[config.mk]
export PLATFORM = sky130hd
export DESIGN_NAME = hazard_ctrl
export DESIGN_NICKNAME = d
export VERILOG_FILES = /design/src/rtl/hazard_ctrl_pkg.sv /design/src/rtl/hazard_ctrl_hazard_detect.sv /design/src/rtl/hazard_ctrl.sv
export SDC_FILE = /design/constraint.sdc
export NUM_CORES = 1
export LEC_CHECK = 0
export CORE_UTILIZATION = 57
export DETAILED_ROUTE_END_ITERATION = 7
export DONT_BUFFER_PORTS = 1
export GPL_TIMING_DRIVEN = 0
export PLACE_DENSITY = 0.75
export SLEW_MARGIN = 20
export SYNTH_ARGS = -nofsm -noshare
export SYNTH_HDL_FRONTEND = slang
export SYNTH_SLANG_ARGS = --single-unit
[constraint.sdc]
create_clock -name clk -period 4 [get_ports clk]
set_input_delay 1.2 -clock clk [delete_from_list [all_inputs] [get_ports clk]]
set_output_delay 1.2 -clock clk [all_outputs]
set_load 0.005 [all_outputs]
[src/rtl/hazard_ctrl_pkg.sv]
// Shared definitions for the pipeline hazard controller.
// Holds the FSM state encodings, the next-PC select encodings and the
// default width of the statistics counters.
package hazard_ctrl_pkg;

    localparam int unsigned CNT_W_DEF = 16;
    localparam int unsigned REG_W     = 5;
    localparam int unsigned ADDR_W    = 32;

    // FSM states: normal run, load-use bubble issued, memory freeze
    typedef enum logic [1:0] {
        ST_RUN  = 2'b00,
        ST_LU   = 2'b01,
        ST_WAIT = 2'b10
    } state_t;

    // Next-PC select: sequential, branch target, jump target
    typedef enum logic [1:0] {
        PCS_SEQ = 2'd0,
        PCS_BR  = 2'd1,
        PCS_JMP = 2'd2
    } pcs_t;

endpackage

[src/rtl/hazard_ctrl_hazard_detect.sv]
// hazard_detect: combinational comparator of the decode-stage source
// registers against the EX- and MEM-stage destinations.
//   hz_lu  : load in EX writes a register the decode instruction reads
//   hz_raw : any in-flight writer (EX or MEM) targets a register read in decode
// Register 0 never creates a hazard; rt only counts when the decode
// instruction actually reads it.
module hazard_detect
    import hazard_ctrl_pkg::*;
(
    input  logic [REG_W-1:0] IFID_rs,
    input  logic [REG_W-1:0] IFID_rt,
    input  logic             IFID_usesrt,
    input  logic [REG_W-1:0] IDEX_rd,
    input  logic             IDEX_MemRead,
    input  logic             IDEX_RegWrite,
    input  logic [REG_W-1:0] EXMEM_rd,
    input  logic             EXMEM_RegWrite,
    output logic             hz_lu,
    output logic             hz_raw
);

    logic idex_match_c;
    logic exmem_match_c;

    // Does a destination collide with a source actually read in decode
    always_comb begin
        idex_match_c  = (IDEX_rd != '0) &&
                        ((IDEX_rd == IFID_rs) || (IFID_usesrt && (IDEX_rd == IFID_rt)));
        exmem_match_c = (EXMEM_rd != '0) &&
                        ((EXMEM_rd == IFID_rs) || (IFID_usesrt && (EXMEM_rd == IFID_rt)));
        hz_lu         = IDEX_MemRead && idex_match_c;
        hz_raw        = (IDEX_RegWrite && idex_match_c) || (EXMEM_RegWrite && exmem_match_c);
    end

endmodule

[src/rtl/hazard_ctrl.sv]
// hazard_ctrl: central pipeline controller for the 5-stage MIPS core.
// Decides PC/pipeline-register write enables, flushes and the next-PC
// select every cycle, and keeps saturating stall/flush statistics.
// Priority: rst > mem_busy (freeze) > redirect > hazard stall > advance.
//
// Build option: define HAZ_FWD_EN when the datapath forwards; then only
// load-use hazards stall. Otherwise any RAW against EX or MEM stalls.
//
// Ports:
//   clk, rst                       clock, synchronous active-high reset
//   IFID_* / IDEX_* / EXMEM_*      stage fields watched for hazards/redirects
//   mem_busy                       data memory has not finished MEM access
//   pc_write, *_write              register load enables (combinational)
//   *_flush                        register clears (combinational)
//   pc_sel, pc_target              next-PC select and target (combinational)
//   stall_cnt, flush_cnt           saturating statistics (registered)
//   state                          FSM state for debug (registered)
module hazard_ctrl
    import hazard_ctrl_pkg::*;
#(
    parameter int unsigned CNT_W = CNT_W_DEF
) (
    input  logic              clk,
    input  logic              rst,
    input  logic [REG_W-1:0]  IFID_rs,
    input  logic [REG_W-1:0]  IFID_rt,
    input  logic              IFID_usesrt,
    input  logic [REG_W-1:0]  IDEX_rd,
    input  logic              IDEX_MemRead,
    input  logic              IDEX_RegWrite,
    input  logic [REG_W-1:0]  EXMEM_rd,
    input  logic              EXMEM_RegWrite,
    input  logic              EXMEM_Branch,
    input  logic              EXMEM_ALUzero,
    input  logic              EXMEM_Jump,
    input  logic [ADDR_W-1:0] EXMEM_branchpc,
    input  logic [ADDR_W-1:0] EXMEM_jumpaddr,
    input  logic              mem_busy,
    output logic              pc_write,
    output logic              IFID_write,
    output logic              IDEX_write,
    output logic              EXMEM_write,
    output logic              MEMWB_write,
    output logic              IFID_flush,
    output logic              IDEX_flush,
    output logic              EXMEM_flush,
    output logic [1:0]        pc_sel,
    output logic [ADDR_W-1:0] pc_target,
    output logic [CNT_W-1:0]  stall_cnt,
    output logic [CNT_W-1:0]  flush_cnt,
    output logic [1:0]        state
);

    state_t           state_q, state_d;
    logic [CNT_W-1:0] stall_cnt_q, stall_cnt_d;
    logic [CNT_W-1:0] flush_cnt_q, flush_cnt_d;

    logic hz_lu_c;
    logic hz_raw_c;
    logic stall_c;
    logic unused_c;
    logic redir_c;
    logic stall_inc_c;
    logic flush_inc_c;
    pcs_t pc_sel_c;

    hazard_detect u_hazard_detect (
        .IFID_rs        (IFID_rs),
        .IFID_rt        (IFID_rt),
        .IFID_usesrt    (IFID_usesrt),
        .IDEX_rd        (IDEX_rd),
        .IDEX_MemRead   (IDEX_MemRead),
        .IDEX_RegWrite  (IDEX_RegWrite),
        .EXMEM_rd       (EXMEM_rd),
        .EXMEM_RegWrite (EXMEM_RegWrite),
        .hz_lu          (hz_lu_c),
        .hz_raw         (hz_raw_c)
    );

    // Stall source depends on whether the datapath forwards
`ifdef HAZ_FWD_EN
    assign stall_c  = hz_lu_c;
    assign unused_c = hz_raw_c;
`else
    assign stall_c  = hz_raw_c;
    assign unused_c = hz_lu_c;
`endif

    assign redir_c = (EXMEM_Branch && EXMEM_ALUzero) || EXMEM_Jump;

    // Per-cycle control decode and next-state selection
    always_comb begin
        pc_write    = 1'b1;
        IFID_write  = 1'b1;
        IDEX_write  = 1'b1;
        EXMEM_write = 1'b1;
        MEMWB_write = 1'b1;
        IFID_flush  = 1'b0;
        IDEX_flush  = 1'b0;
        EXMEM_flush = 1'b0;
        pc_sel_c    = PCS_SEQ;
        pc_target   = '0;
        state_d     = ST_RUN;
        stall_inc_c = 1'b0;
        flush_inc_c = 1'b0;

        if (rst) begin
            // Outputs show the post-reset decode; registers clear below
            state_d = ST_RUN;
        end else if (mem_busy) begin
            // Freeze everything; EX/MEM is held so a pending redirect survives
            pc_write    = 1'b0;
            IFID_write  = 1'b0;
            IDEX_write  = 1'b0;
            EXMEM_write = 1'b0;
            MEMWB_write = 1'b0;
            state_d     = ST_WAIT;
            stall_inc_c = 1'b1;
        end else if (redir_c) begin
            // Squash the three younger slots while PC loads the target
            IFID_flush  = 1'b1;
            IDEX_flush  = 1'b1;
            EXMEM_flush = 1'b1;
            if (EXMEM_Jump) begin
                pc_sel_c  = PCS_JMP;
                pc_target = EXMEM_jumpaddr;
            end else begin
                pc_sel_c  = PCS_BR;
                pc_target = EXMEM_branchpc;
            end
            flush_inc_c = 1'b1;
            state_d     = ST_RUN;
        end else if (stall_c) begin
            // Hold PC and IF/ID, inject a bubble into ID/EX
            pc_write    = 1'b0;
            IFID_write  = 1'b0;
            IDEX_flush  = 1'b1;
            state_d     = ST_LU;
            stall_inc_c = 1'b1;
        end

        stall_cnt_d = stall_cnt_q;
        flush_cnt_d = flush_cnt_q;
        if (stall_inc_c && (stall_cnt_q != {CNT_W{1'b1}})) begin
            stall_cnt_d = stall_cnt_q + CNT_W'(1);
        end
        if (flush_inc_c && (flush_cnt_q != {CNT_W{1'b1}})) begin
            flush_cnt_d = flush_cnt_q + CNT_W'(1);
        end
    end

    // State and statistics registers
    always_ff @(posedge clk) begin
        if (rst) begin
            state_q     <= ST_RUN;
            stall_cnt_q <= '0;
            flush_cnt_q <= '0;
        end else begin
            state_q     <= state_d;
            stall_cnt_q <= stall_cnt_d;
            flush_cnt_q <= flush_cnt_d;
        end
    end

    assign pc_sel    = pc_sel_c;
    assign stall_cnt = stall_cnt_q;
    assign flush_cnt = flush_cnt_q;
    assign state     = state_q;

endmodule

Word level (Yosys, flattened, before mapping)
Index checks and enable logic that the tools add are counted.
Word-level totals
  bits in registers: 34
  bits in latches: 0
  RAM bits: 0
  bits in read-only memories: 0
  input port bits: 94
  output and inout port bits: 76
  logic and storage cells: 55
  memories: 0
Operators by class
  add/sub/neg operators: 2
  multiply operators: 0
  div/mod/pow operators: 0
  $lt $le $gt $ge: 0
  eq/ne operators: 6
  shift-type cells: 0
  muxes and demuxes: 27
  bitwise gates (word level): 0
  reductions and logical operators: 16
Operators with widths (number)
  $mux 32: 4
  $add 16x1->16 const B: 2
  $ne 16x16->1 const B: 2
  $eq 5x5->1: 4
  $mux 1: 18
  $mux 2: 5
  $reduce_bool 5->1: 2
  $logic_and 1x1->1: 9
  $logic_or 1x1->1: 4
  $reduce_or 3->1: 1

Longest topological paths before layout
  word-level depth: 11
  gate-level depth with buffers: 10

Modules after synthesis
A second synthesis with hierarchy kept.
Second synthesis, totals
  cell total of the unflattened synthesis: 305
  area total of the unflattened synthesis: 2427.3 µm²
By module, submodules not included
  hazard_ctrl: instances 1, cells an instance 267, area each 2158.3 µm²
  hazard_detect: instances 1, cells an instance 38, area each 269.0 µm²

Worst setup path before layout
OpenSTA, ideal clock, no wires.
  path kind: input to output
  start: input IDEX_rd[0]
  end: output pc_write
  data arrival time: 2.808 ns
  data required time: 2.800 ns
  slack: -0.008 ns
  stages: 7
  buffers on the path: 3
  cell sequence: or4_1 -> o21ai_0 -> o22a_1 -> o31a_1 -> buf_2 -> clkbuf_1 -> buf_4
Between the ends
  longest elaborated chain between the ends: 10
Ends and longest elaborated chain
  from (decl): RTL line hazard_ctrl.sv:28  | input logic [REG_W-1:0] IDEX_rd,
  $eq 5x5->1: RTL line hazard_ctrl_hazard_detect.sv:28  | ((IDEX_rd == IFID_rs) || (IFID_usesrt && (IDEX_rd == IFID_rt)));
  $logic_and 1x1->1: RTL line hazard_ctrl_hazard_detect.sv:28
  $logic_or 1x1->1: RTL line hazard_ctrl_hazard_detect.sv:28
  $logic_and 1x1->1 *: RTL line hazard_ctrl_hazard_detect.sv:27  | idex_match_c = (IDEX_rd != '0) &&
  $logic_and 1x1->1 *: RTL line hazard_ctrl_hazard_detect.sv:32  | hz_raw = (IDEX_RegWrite && idex_match_c) || (EXMEM_RegWrite && exmem_match_c);
  $logic_or 1x1->1 *: RTL line hazard_ctrl_hazard_detect.sv:32
  $mux 1 * (4 in series)
  to (decl): RTL line hazard_ctrl.sv:39  | output logic pc_write,
Every way passes the cells marked *; elsewhere a longest branch is shown, timed or not.

Worst setup path after layout
  start: input IFID_rt[4]
  end: output pc_write
Between the ends
  longest elaborated chain between the ends: 10
Ends and longest elaborated chain
  from (decl): RTL line hazard_ctrl.sv:26  | input logic [REG_W-1:0] IFID_rt,
  $eq 5x5->1, on equally long branches: RTL line hazard_ctrl_hazard_detect.sv:28, hazard_ctrl_hazard_detect.sv:30
  $logic_and 1x1->1, on equally long branches: RTL line hazard_ctrl_hazard_detect.sv:28, hazard_ctrl_hazard_detect.sv:30
  $logic_or 1x1->1, on equally long branches: RTL line hazard_ctrl_hazard_detect.sv:28, hazard_ctrl_hazard_detect.sv:30
  $logic_and 1x1->1, on equally long branches: RTL line hazard_ctrl_hazard_detect.sv:27, hazard_ctrl_hazard_detect.sv:29
  $logic_and 1x1->1: RTL line hazard_ctrl_hazard_detect.sv:32
  $logic_or 1x1->1 *: RTL line hazard_ctrl_hazard_detect.sv:32
  $mux 1 * (4 in series)
Marks and branches as above.

==> run_results.csv <==
group,metric,value,unit
status,status,"completed",
timing,hold_ws,0.530,ns
placed_design,port_buffers,0,
worst_setup_path,cp.required,2.80,ns
layout,fin_nets,407,
timing,worst_slew_pin_slew,0.802,ns
layout,n_fill_cell,360,
yosys,synth_cell_types,38,
floorplanning,row_count,23,
power,p_per_area,277,nW/um^2
layout,regArea,681,sq um
worst_setup_path,crit_start,"IFID_rt[4]",
placed_design,dpl_worst_slack,-0.152,ns
route,dr.pass1.iters,4,
clocking,root_buffer,"clkbuf_8",
yosys,yosys_warnings,0,
worst_setup_path,cpPeakStageDelay,0.38,ns
yosys,syn_area_per_cell,7.90,sq um
yosys,syn_area,2390,sq um
placed_design,hpwl,5310,um
worst_setup_path,reg2reg_from,"stall_cnt[6]$_SDFFE_PP0P_",
timing,skew,0.00451,ns
route,drc,0,
timing,setup_violations,0,
floorplanning,start_util,0.597,
clocking,ctsHoldBuffers,0,
timing,setup_tns,0,ns
layout,finish.utilization,0.647,
min_path,hold_path.class,"register to register",
timing,fin_ws,0.0636,ns
power,power_leakage,0.998,nW
timing,max_freq,254,MHz
floorplanning,core_area,4000,sq um
global_route,grt_overflow,0,
worst_setup_path,worstSetupStartpointType,"primary input",
layout,layout_commonest_cell,"nor2_1",
min_path,min_from,"stall_cnt[4]$_SDFFE_PP0P_",
global_route,grt_pass1_vias,1930,
clocking,clk_pin_slew_worst_paths,0.07,ns
clocking,clock-sinks,34,
floorplanning,fp.dieW,66.7,um
worst_setup_path,crit_type,"primary input to output port",
yosys,synth.net_count,398,
route,via_per_inst,6.33,
route,vias,2292,
timing,period_minus_slack,3.94,ns
worst_setup_path,rrSetupSlack,1.54,ns
global_route,grt_start_max_net_pins,13,
route,detail_route.wl_per_cell,18.7,um
timing,maxSlewHeadroom,0.461,
global_route,track_usage,0.295,
worst_setup_path,slowest_stage,"o31a_4",
route,drtIter0Drc,115,
clocking,clk-insertion-delay-late,0.28,ns
timing,slew_violations,0,
clocking,cts_tree,"built",
clocking,cts_buffers,5,
placed_design,placed_area,2460,sq um
route,ant_nets,0,
global_route,grt_pass1_wl,9520,um
layout,n_antenna_cell,0,
layout,fin_area,2590,sq um
layout,layout_common_cells,"nor2_1 (53), dfxtp_1 (34), mux2i_1 (33)",
worst_setup_path,cp.arrival,2.74,ns
placed_design,globalplace.congestion,0.815,
yosys,yosys_register_bits,34,
clocking,htree_levels,2,
timing,finalCritPeriodShare,0.984,
worst_setup_path,cp-end-kind,"output port",
floorplanning,fp.dieH,66.7,um
worst_setup_path,crit_chain,"xor2_1, nor4_1, a32oi_1, o22a_2, o31a_4, clkbuf_8, buf_4",
layout,multi_input_area,1610,sq um
job,maxCapViolCount,0,
layout,syn_to_final_growth,8.44,%
clocking,clock_path_buffers,2,
floorplanning,io_pins,170,
power,ir_drop,211,uV
worst_setup_path,cp_max_fo,11,
yosys,ys_seq_area_frac,0.285,
global_route,antenna_found_initial,0,
floorplanning,dieArea,4450,sq um
timing,hold_viol,0,
yosys,syn_inst,302,
layout,drive_above_1_share,0.0833,
route,finalWirelength,6760,um
## final timing paths
check | to | cells past startpoint
worst max register to register | stall_cnt[3]$_SDFFE_PP0P_ | 6
worst max-delay path | pc_write | 7
worst min-delay path | stall_cnt[4]$_SDFFE_PP0P_ | 2
worst min register to register | stall_cnt[4]$_SDFFE_PP0P_ | 2
## cells in the mapped netlist
cell type | number | area share
o22a_1 | 1 | 0.0037
or4b_1 | 1 | 0.0042
a21oi_1 | 13 | 0.027
or2_2 | 1 | 0.0026
a211oi_1 | 1 | 0.0031
or4_1 | 10 | 0.031
nor4b_1 | 1 | 0.0037
inv_1 | 6 | 0.0094
nand2_1 | 17 | 0.027
buf_2 | 4 | 0.0084
and4_1 | 1 | 0.0037
nor4_1 | 7 | 0.018
mux2i_1 | 33 | 0.14
a32oi_1 | 2 | 0.0073
nand4_1 | 7 | 0.018
o31ai_1 | 7 | 0.022
dfxtp_1 | 34 | 0.29
a2111oi_0 | 1 | 0.0037
xor2_1 | 28 | 0.10
nor3_1 | 3 | 0.0063
ha_1 | 2 | 0.010
o21ai_0 | 6 | 0.013
nor3b_1 | 1 | 0.0031
mux2_2 | 3 | 0.014
nand3_1 | 12 | 0.025
nor2b_1 | 4 | 0.010
or3_1 | 7 | 0.018
xnor2_1 | 4 | 0.015
clkbuf_1 | 10 | 0.016
nor2_1 | 53 | 0.083
o311ai_0 | 3 | 0.011
and2_1 | 1 | 0.0026
buf_4 | 4 | 0.013
o31a_1 | 1 | 0.0037
o211a_1 | 1 | 0.0042
and3_1 | 6 | 0.016
o41ai_1 | 3 | 0.011
buf_1 | 3 | 0.0047
## critical path: cells and delay by family
kind                      cells  cell delay, ns
AOI/OAI and AO/OA             3            0.76
buffers and inverters         2            0.32
xor gates and xnor gates      1            0.14
and+or+nand+nor               1            0.32
## layer usage
layer / up-vias / share of wire / wire length (um) / track usage
li1: 1100 / - / - / -
met4: 0 / 0.025 / 166 / 0.125
met1: 1056 / 0.41 / 2790 / 0.376
met3: 14 / 0.083 / 561 / 0.0736
met2: 122 / 0.48 / 3250 / 0.468
met5: - / 0 / 0 / 0
## repair_timing
action                                  in CTS  in global routing
resized for setup                            4                  2
pin swaps                                    1                  5
setup buffers                                0                  3
gates cloned                                 0                  0
endpoints found under the setup margin       1                  1
## logic make-up (layout without fill, tap and decap cells)
family	Yosys count	after routing	synth area share
mux	36	36	0.153
buf+inv	27	37	0.0508
flops	34	34	0.285
simple gates	132	132	0.274
xor+xnor	32	32	0.117
compound gates	39	39	0.110
fa+ha+maj	2	2	0.0105
## power breakdown
| group | switching [W] | total, W | leakage [nW] | internal, W |
|---|---|---|---|---|
| Sequential | 0.00000518 | 0.000347 | 0.274 | 0.000342 |
| Combinational | 0.0000602 | 0.000107 | 0.675 | 0.0000465 |
| Clock | 0.000124 | 0.000263 | 0.0482 | 0.000139 |
## layout make-up
cell class	instances	area share
sequential	34	0.263
timing repair buffer	3	0.00773
clock inverter	1	0.00193
buffer	20	0.0401
multi-input combinational	241	0.621
tap	50	0.0242
inverter	6	0.00870
clock buffer	7	0.0333
## sequential cells by signal, summed over array words and instances, names as in the netlist
register / count
flush_cnt: 16
state: 2
stall_cnt: 16
## stage by stage
step | cells | total power, W
after global placement | 352 | 0.000454
after detailed placement | 352 | 0.000455
after CTS | 359 | 0.000716
final | 362 | 0.000717
after global routing | 362 | 0.000747
after floorplan | 302 | 0.000435
(Power assumes the default switching activity.)
